**src/rtl/sseg_scan_capture_pkg.sv**
```systemverilog
// Shared definitions for the seven-segment scan capture path: glyph table
// (common with the hex-to-7-segment encoder), digit FSM states and the
// "no digit enabled" anode pattern.
package sseg_scan_capture_pkg;

    // Active-low segment patterns {g,f,e,d,c,b,a} for hex digits 0..F.
    localparam logic [6:0] GLYPH [16] = '{
        7'h40, 7'h79, 7'h24, 7'h30, 7'h19, 7'h12, 7'h02, 7'h78,
        7'h00, 7'h10, 7'h08, 7'h03, 7'h46, 7'h21, 7'h06, 7'h0E
    };

    // All anodes released: display blanked between digits.
    localparam logic [3:0] AN_NONE = 4'hF;

    typedef enum logic [1:0] {
        ST_IDLE,
        ST_SETTLE,
        ST_HELD
    } scan_state_e;

    // True when exactly one anode is driven low.
    function automatic logic an_onehot_low(input logic [3:0] an_v);
        logic [3:0] on;
        on = ~an_v;
        return (on != 4'b0000) && ((on & (on - 4'd1)) == 4'b0000);
    endfunction

    // Position of the (single) low anode; only meaningful when one-hot-low.
    function automatic logic [1:0] an_index(input logic [3:0] an_v);
        logic [1:0] idx;
        idx = 2'd0;
        for (int i = 3; i >= 0; i--) begin
            if (!an_v[i]) idx = 2'(i);
        end
        return idx;
    endfunction

endpackage

```
**src/rtl/sseg_scan_capture_to_hex.sv**
```systemverilog
// Inverse of the hex-to-7-segment encoder: maps an active-low glyph back to
// its nibble. Patterns outside the table report valid=0 and nibble 0.
module sseg_to_hex
    import sseg_scan_capture_pkg::*;
(
    input  logic [6:0] sseg_i,
    output logic       valid_o,
    output logic [3:0] nibble_o
);

    // Table search against the shared glyph constants.
    always_comb begin
        valid_o  = 1'b0;
        nibble_o = 4'd0;
        for (int i = 0; i < 16; i++) begin
            if (sseg_i == GLYPH[i]) begin
                valid_o  = 1'b1;
                nibble_o = 4'(i);
            end
        end
    end

endmodule

```
**src/rtl/sseg_scan_capture.sv**
```systemverilog
// Samples a multiplexed active-low seven-segment bus, waits for each digit
// to hold steady for SETTLE cycles, decodes it and assembles complete
// four-digit frames with glyph-error and value-changed flags.
module sseg_scan_capture
    import sseg_scan_capture_pkg::*;
#(
    parameter int SETTLE = 4
) (
    input  logic        c_clk,
    input  logic        C_clr,
    input  logic [3:0]  an,
    input  logic [6:0]  sseg,
    input  logic        dp,
    output logic [15:0] value,
    output logic [3:0]  dp_lit,
    output logic        frame_valid,
    output logic        frame_err,
    output logic        changed,
    output logic        an_err
);

    localparam logic [7:0] SETTLE_M1 = 8'(SETTLE - 1);

    logic [3:0]  an_m_q, an_s_q, an_p_q;
    logic [6:0]  sseg_m_q, sseg_s_q, sseg_p_q;
    logic        dp_m_q, dp_s_q, dp_p_q;

    scan_state_e state_q;
    logic [7:0]  cnt_q;
    logic        an_err_q;

    logic [15:0] stage_val_q, stage_val_d;
    logic [3:0]  stage_dp_q, stage_dp_d;
    logic [3:0]  mask_q, mask_d;
    logic        bad_q, bad_d;
    logic        done_q, done_d;

    logic [15:0] value_q;
    logic [3:0]  dp_lit_q;
    logic        frame_valid_q, frame_err_q, changed_q;

    logic        chg, an_ok, an_idle, latch_now;
    logic [1:0]  idx;
    logic        dec_valid;
    logic [3:0]  dec_nib;

    // Two-stage synchronizers plus a copy of the previous synchronized sample.
    always_ff @(posedge c_clk or posedge C_clr) begin
        if (C_clr) begin
            an_m_q   <= '0; an_s_q   <= '0; an_p_q   <= '0;
            sseg_m_q <= '0; sseg_s_q <= '0; sseg_p_q <= '0;
            dp_m_q   <= 1'b0; dp_s_q <= 1'b0; dp_p_q <= 1'b0;
        end else begin
            an_m_q   <= an;       an_s_q   <= an_m_q;   an_p_q   <= an_s_q;
            sseg_m_q <= sseg;     sseg_s_q <= sseg_m_q; sseg_p_q <= sseg_s_q;
            dp_m_q   <= dp;       dp_s_q   <= dp_m_q;   dp_p_q   <= dp_s_q;
        end
    end

    assign chg       = {an_s_q, sseg_s_q, dp_s_q} != {an_p_q, sseg_p_q, dp_p_q};
    assign an_ok     = an_onehot_low(an_s_q);
    assign an_idle   = (an_s_q == AN_NONE);
    assign idx       = an_index(an_s_q);
    assign latch_now = (state_q == ST_SETTLE) && !chg && (cnt_q == SETTLE_M1);

    sseg_to_hex u_dec (
        .sseg_i   (sseg_s_q),
        .valid_o  (dec_valid),
        .nibble_o (dec_nib)
    );

    // Digit FSM: restart settling on every sample change, latch once stable.
    always_ff @(posedge c_clk or posedge C_clr) begin
        if (C_clr) begin
            state_q  <= ST_IDLE;
            cnt_q    <= 8'd0;
            an_err_q <= 1'b0;
        end else begin
            an_err_q <= chg && !an_ok && !an_idle;
            if (chg) begin
                cnt_q   <= 8'd0;
                state_q <= an_ok ? ST_SETTLE : ST_IDLE;
            end else if (state_q == ST_SETTLE) begin
                if (cnt_q == SETTLE_M1) begin
                    state_q <= ST_HELD;
                end else begin
                    cnt_q <= cnt_q + 8'd1;
                end
            end
        end
    end

    // Staging next-state: a pending completion clears mask/error first,
    // then a latch writes its digit slot.
    always_comb begin
        stage_val_d = stage_val_q;
        stage_dp_d  = stage_dp_q;
        mask_d      = done_q ? 4'b0000 : mask_q;
        bad_d       = done_q ? 1'b0 : bad_q;
        if (latch_now) begin
            stage_val_d[{idx, 2'b00} +: 4] = dec_nib;
            stage_dp_d[idx]                = ~dp_s_q;
            mask_d[idx]                    = 1'b1;
            bad_d                          = bad_d | ~dec_valid;
        end
        done_d = latch_now && (mask_d == 4'b1111);
    end

    // Staging registers and frame-completion flag.
    always_ff @(posedge c_clk or posedge C_clr) begin
        if (C_clr) begin
            stage_val_q <= '0;
            stage_dp_q  <= '0;
            mask_q      <= '0;
            bad_q       <= 1'b0;
            done_q      <= 1'b0;
        end else begin
            stage_val_q <= stage_val_d;
            stage_dp_q  <= stage_dp_d;
            mask_q      <= mask_d;
            bad_q       <= bad_d;
            done_q      <= done_d;
        end
    end

    // Publish a completed frame; flags are held low outside the valid pulse.
    always_ff @(posedge c_clk or posedge C_clr) begin
        if (C_clr) begin
            value_q       <= '0;
            dp_lit_q      <= '0;
            frame_valid_q <= 1'b0;
            frame_err_q   <= 1'b0;
            changed_q     <= 1'b0;
        end else begin
            frame_valid_q <= done_q;
            frame_err_q   <= done_q & bad_q;
            changed_q     <= done_q & (stage_val_q != value_q);
            if (done_q) begin
                value_q  <= stage_val_q;
                dp_lit_q <= stage_dp_q;
            end
        end
    end

    assign value       = value_q;
    assign dp_lit      = dp_lit_q;
    assign frame_valid = frame_valid_q;
    assign frame_err   = frame_err_q;
    assign changed     = changed_q;
    assign an_err      = an_err_q;

endmodule

```
**config.mk**
```make
export PLATFORM = sky130hd
export DESIGN_NAME = sseg_scan_capture
export DESIGN_NICKNAME = d
export VERILOG_FILES = /design/src/rtl/sseg_scan_capture_pkg.sv /design/src/rtl/sseg_scan_capture_to_hex.sv /design/src/rtl/sseg_scan_capture.sv
export SDC_FILE = /design/constraint.sdc
export NUM_CORES = 1
export LEC_CHECK = 0
export BUFFER_PORTS_ARGS = -buffer_cell sky130_fd_sc_hd__clkbuf_2
export CORE_ASPECT_RATIO = 0.5
export CORE_MARGIN = 2
export CORE_UTILIZATION = 55
export CTS_CLUSTER_SIZE = 8
export DETAILED_ROUTE_END_ITERATION = 8
export PLACE_DENSITY = 0.76
export SYNTH_ARGS = -nofsm -noshare
export SYNTH_HDL_FRONTEND = slang
export SYNTH_HIERARCHICAL = 1
export SYNTH_SLANG_ARGS = --single-unit
```
**constraint.sdc**
```tcl
create_clock -name c_clk -period 3.4 [get_ports c_clk]
set_input_delay 0.34 -clock c_clk [delete_from_list [all_inputs] [get_ports c_clk]]
set_output_delay 0.34 -clock c_clk [all_outputs]
set_load 0.03 [all_outputs]
```
==> impl_results.md <==
- Required @ worst endpoint: 3.66 ns
- Post-layout worst setup margin: 0.833 ns
- Hold crit path type: input pin to flip-flop
- Status: complete, no violations
- CTS resizes: 0
- TritonCTS clock tree: done
- Post-CTS Setup Bufs: 0
- Final instance area: 0.00501 mm2
- Avg Inst Size Synth: 12.6 um2
- Adder-cell share of the synthesized area: 0.0223
- Global-route wire length before repair: 13.7 mm
- Worst Tran Pin Value: 1.04 ns
- Worst path cell trace: nor2b_1, o21ai_1, ha_1, nor2b_1, o211a_1, nand2_1, mux2i_1
- Clock Skew: 0.00868 ns
- Max-cap violations: 0
- Synthesized netlist cell count: 357
- Post-synthesis mux area share: 0.101
- Largest net degree at the start of global routing: 62
- Sequential fraction of the synthesis area: 0.535
- Slew Limit Fails: 0
- Pleak: 2.44 nW
- Clock tree buffer depth: 2
- PD cells: 459 mW/mm2
- Ratio of cells with drive above 1 in the final layout: 0.263
- RSZ-0062 raised after global routing: no
- CTS Buf Count: 9
- Critical path capture point type: flip-flop
- Initial Util: 0.563
- Iter 0 DRT Violations: 161
- Crit Path Category: flip-flop to flip-flop
- Period utilization: 0.755
- Warnings from Yosys: 6
- Crit-path max FO: 13
- H-tree depth: 3
- Netlist Area Pre-Place: 0.00449 mm2
- DR vias: 2800
- Wire per inst: 16.2 um
- Growth of design area from synthesis to finish: 11.6%
- # port buffers: 37
- Place WS: 0.896 ns
- Post-synth EDFFs: 0
- Placer Congestion: 0.942
- Post-Route WL: 8.24 mm
- Detail Route Antenna Nets: 0
- Simple-Gate Fraction of Synth Area: 0.157
- Total grt overflow: 0
- DR vias/cell: 5.51
- Hold buffer count at CTS: 0
- Reg-to-reg startpoint: an_s_q[2]$_DFF_PP0_
- Most frequent cells in the layout: dfrtp_1, clkbuf_2, mux2_2
- Aggregate global-route resource usage: 0.205
- Vias in the first global route: 2788
- Syn_nets: 379
- Slowest stage cell, crit path: o21ai_1
- Most common cell on crit path: nor2b_1
- Netlist cell types: 56
- Drt first pass iters: 4
- Root buffer cell: clkbuf_16
- Post-route setup TNS: 0 ns
- Largest family of logic cells by synthesized area: simple AND/OR/NAND/NOR gates
- Synth Area in XOR/XNOR: 0.0828
- Synth Area in Compound Gates: 0.0521
- Critical path startpoint: an_s_q[2]$_DFF_PP0_
- Most common cell after layout, fill and taps aside: dfrtp_1
- DIE WIDTH: 132 um
- Flops & latches, synth: 96
- CP startpoint kind: flip-flop
- Ant diodes: 0
- Finish-stage setup viols: 0
- Remaining DRCs: 0
- Instance area at placement: 0.00472 mm2
- Worst path arrival time: 2.82 ns
- Initial antenna violation count: 0
- I/O Pins: 38
- Ys flop type: dfrtp_1
- Reg clk slew, reported paths: 0.06 ns
- Die height: 67.9 um
- Fin. Hold Viols: 0
- Die area: 0.00895 mm2
- Fin crit period: 2.57 ns
- Maximum VDD drop: 0.335 mV
- Async S/R FF share, synth: 1.00
- # nets final: 414
- FP Rows: 23
- Sink Count: 96
- Max Fclk: 389 MHz
- Post-DP HPWL: 5.66 mm
- Slew margin rel.: 0.306
- Later-pin clock latency in the skew report: 0.35 ns
- Hold path start: dp
- Critical Path Max Stage Delay: 0.64 ns
- Core ar.: 0.00797 mm2
metal layers:
metal | GRT usage | wire (um)
met5 | 0 | 0
met4 | 0.0856 | 117
met3 | 0.0689 | 431
met2 | 0.323 | 3810
met1 | 0.267 | 3870
cells by family (layout without fill, tap and decap cells):
kind of cell / count (synthesis) / in the layout
xor+xnor: 39 / 39
buf+inv: 40 / 79
compound gates: 32 / 32
mux: 42 / 42
simple gates: 100 / 100
flops: 96 / 96
fa+ha+maj: 8 / 8
final timing paths:
kind                                               to  slack (ns)  depth (start not counted)
hold / removal                       dp_m_q$_DFF_PP0_         0.1                          1
setup reg to reg           stage_val_q[7]$_DFFE_PP0P_        0.83                          7
max in group asynchronous       value[14]$_DFFE_PP0P_        2.48                          3
hold reg to reg                 sseg_s_q[1]$_DFF_PP0_        0.35                          0
setup / recovery           stage_val_q[7]$_DFFE_PP0P_        0.83                          7
min in group asynchronous         an_m_q[1]$_DFF_PP0_        0.19                          2
worst max-delay path: cells and delay by family, from the launching register on:
kind,cells,cell delay (ns)
mux,1,0.17
compound gates,2,0.92
simple gates,3,0.60
flops,1,0.48
fa+ha+maj,1,0.30
power by group:
| group | internal, mW | total [mW] | switching [mW] |
|---|---|---|---|
| Clock | 0.562 | 0.973 | 0.411 |
| Sequential | 1.17 | 1.20 | 0.0323 |
| Combinational | 0.0485 | 0.128 | 0.0794 |
| Total | 1.78 | 2.30 | 0.522 |
flip-flops by register name, indices dropped and copies added (netlist names):
name,cells
stage_val_q,16
value,16
cnt_q,8
sseg_m_q,7
sseg_p_q,7
sseg_s_q,7
an_m_q,4
an_p_q,4
an_s_q,4
dp_lit,4
mask_q,4
stage_dp_q,4
state_q,2
an_err,1
bad_q,1
changed,1
done_q,1
dp_m_q,1
dp_p_q,1
dp_s_q,1
frame_err,1
frame_valid,1
cells in the mapped netlist, types with 7 or more instances:
master | n | area (um2)
nand2_1 | 16 | 60.1
dfrtp_1 | 96 | 2400
inv_1 | 23 | 86.3
buf_6 | 7 | 78.8
xnor2_1 | 17 | 149
a21oi_1 | 7 | 35.0
mux2_2 | 28 | 315
nand4_1 | 9 | 56.3
mux2i_1 | 14 | 140
ha_1 | 8 | 100
nor2_1 | 15 | 56.3
xor2_1 | 18 | 158
nor4_1 | 8 | 50.1
and3_1 | 8 | 50.1
final cells by class:
class                           instances  area (um2)
Clock inverter                          6        61.3
Inverter                               23        87.6
Multi-Input combinational cell        221        1870
Fill cell                             612        2960
Sequential cell                        96        2400
Tap cell                              112         140
Timing Repair Buffer                   41         228
Clock buffer                            9         225
through the flow:
stage                     std cells  utilization  total power, mW  hold WS (ns)
after detailed placement        493        0.593             1.35         0.335
final                           508        0.629             2.30        0.0978
after global routing            508        0.629             2.40        0.0831
after floorplan                 357            -             1.32         0.331
after global placement          493        0.593             1.34         0.332
after CTS                       508        0.629             2.32        0.0866
Note: power is estimated with default switching activity, not from simulation.
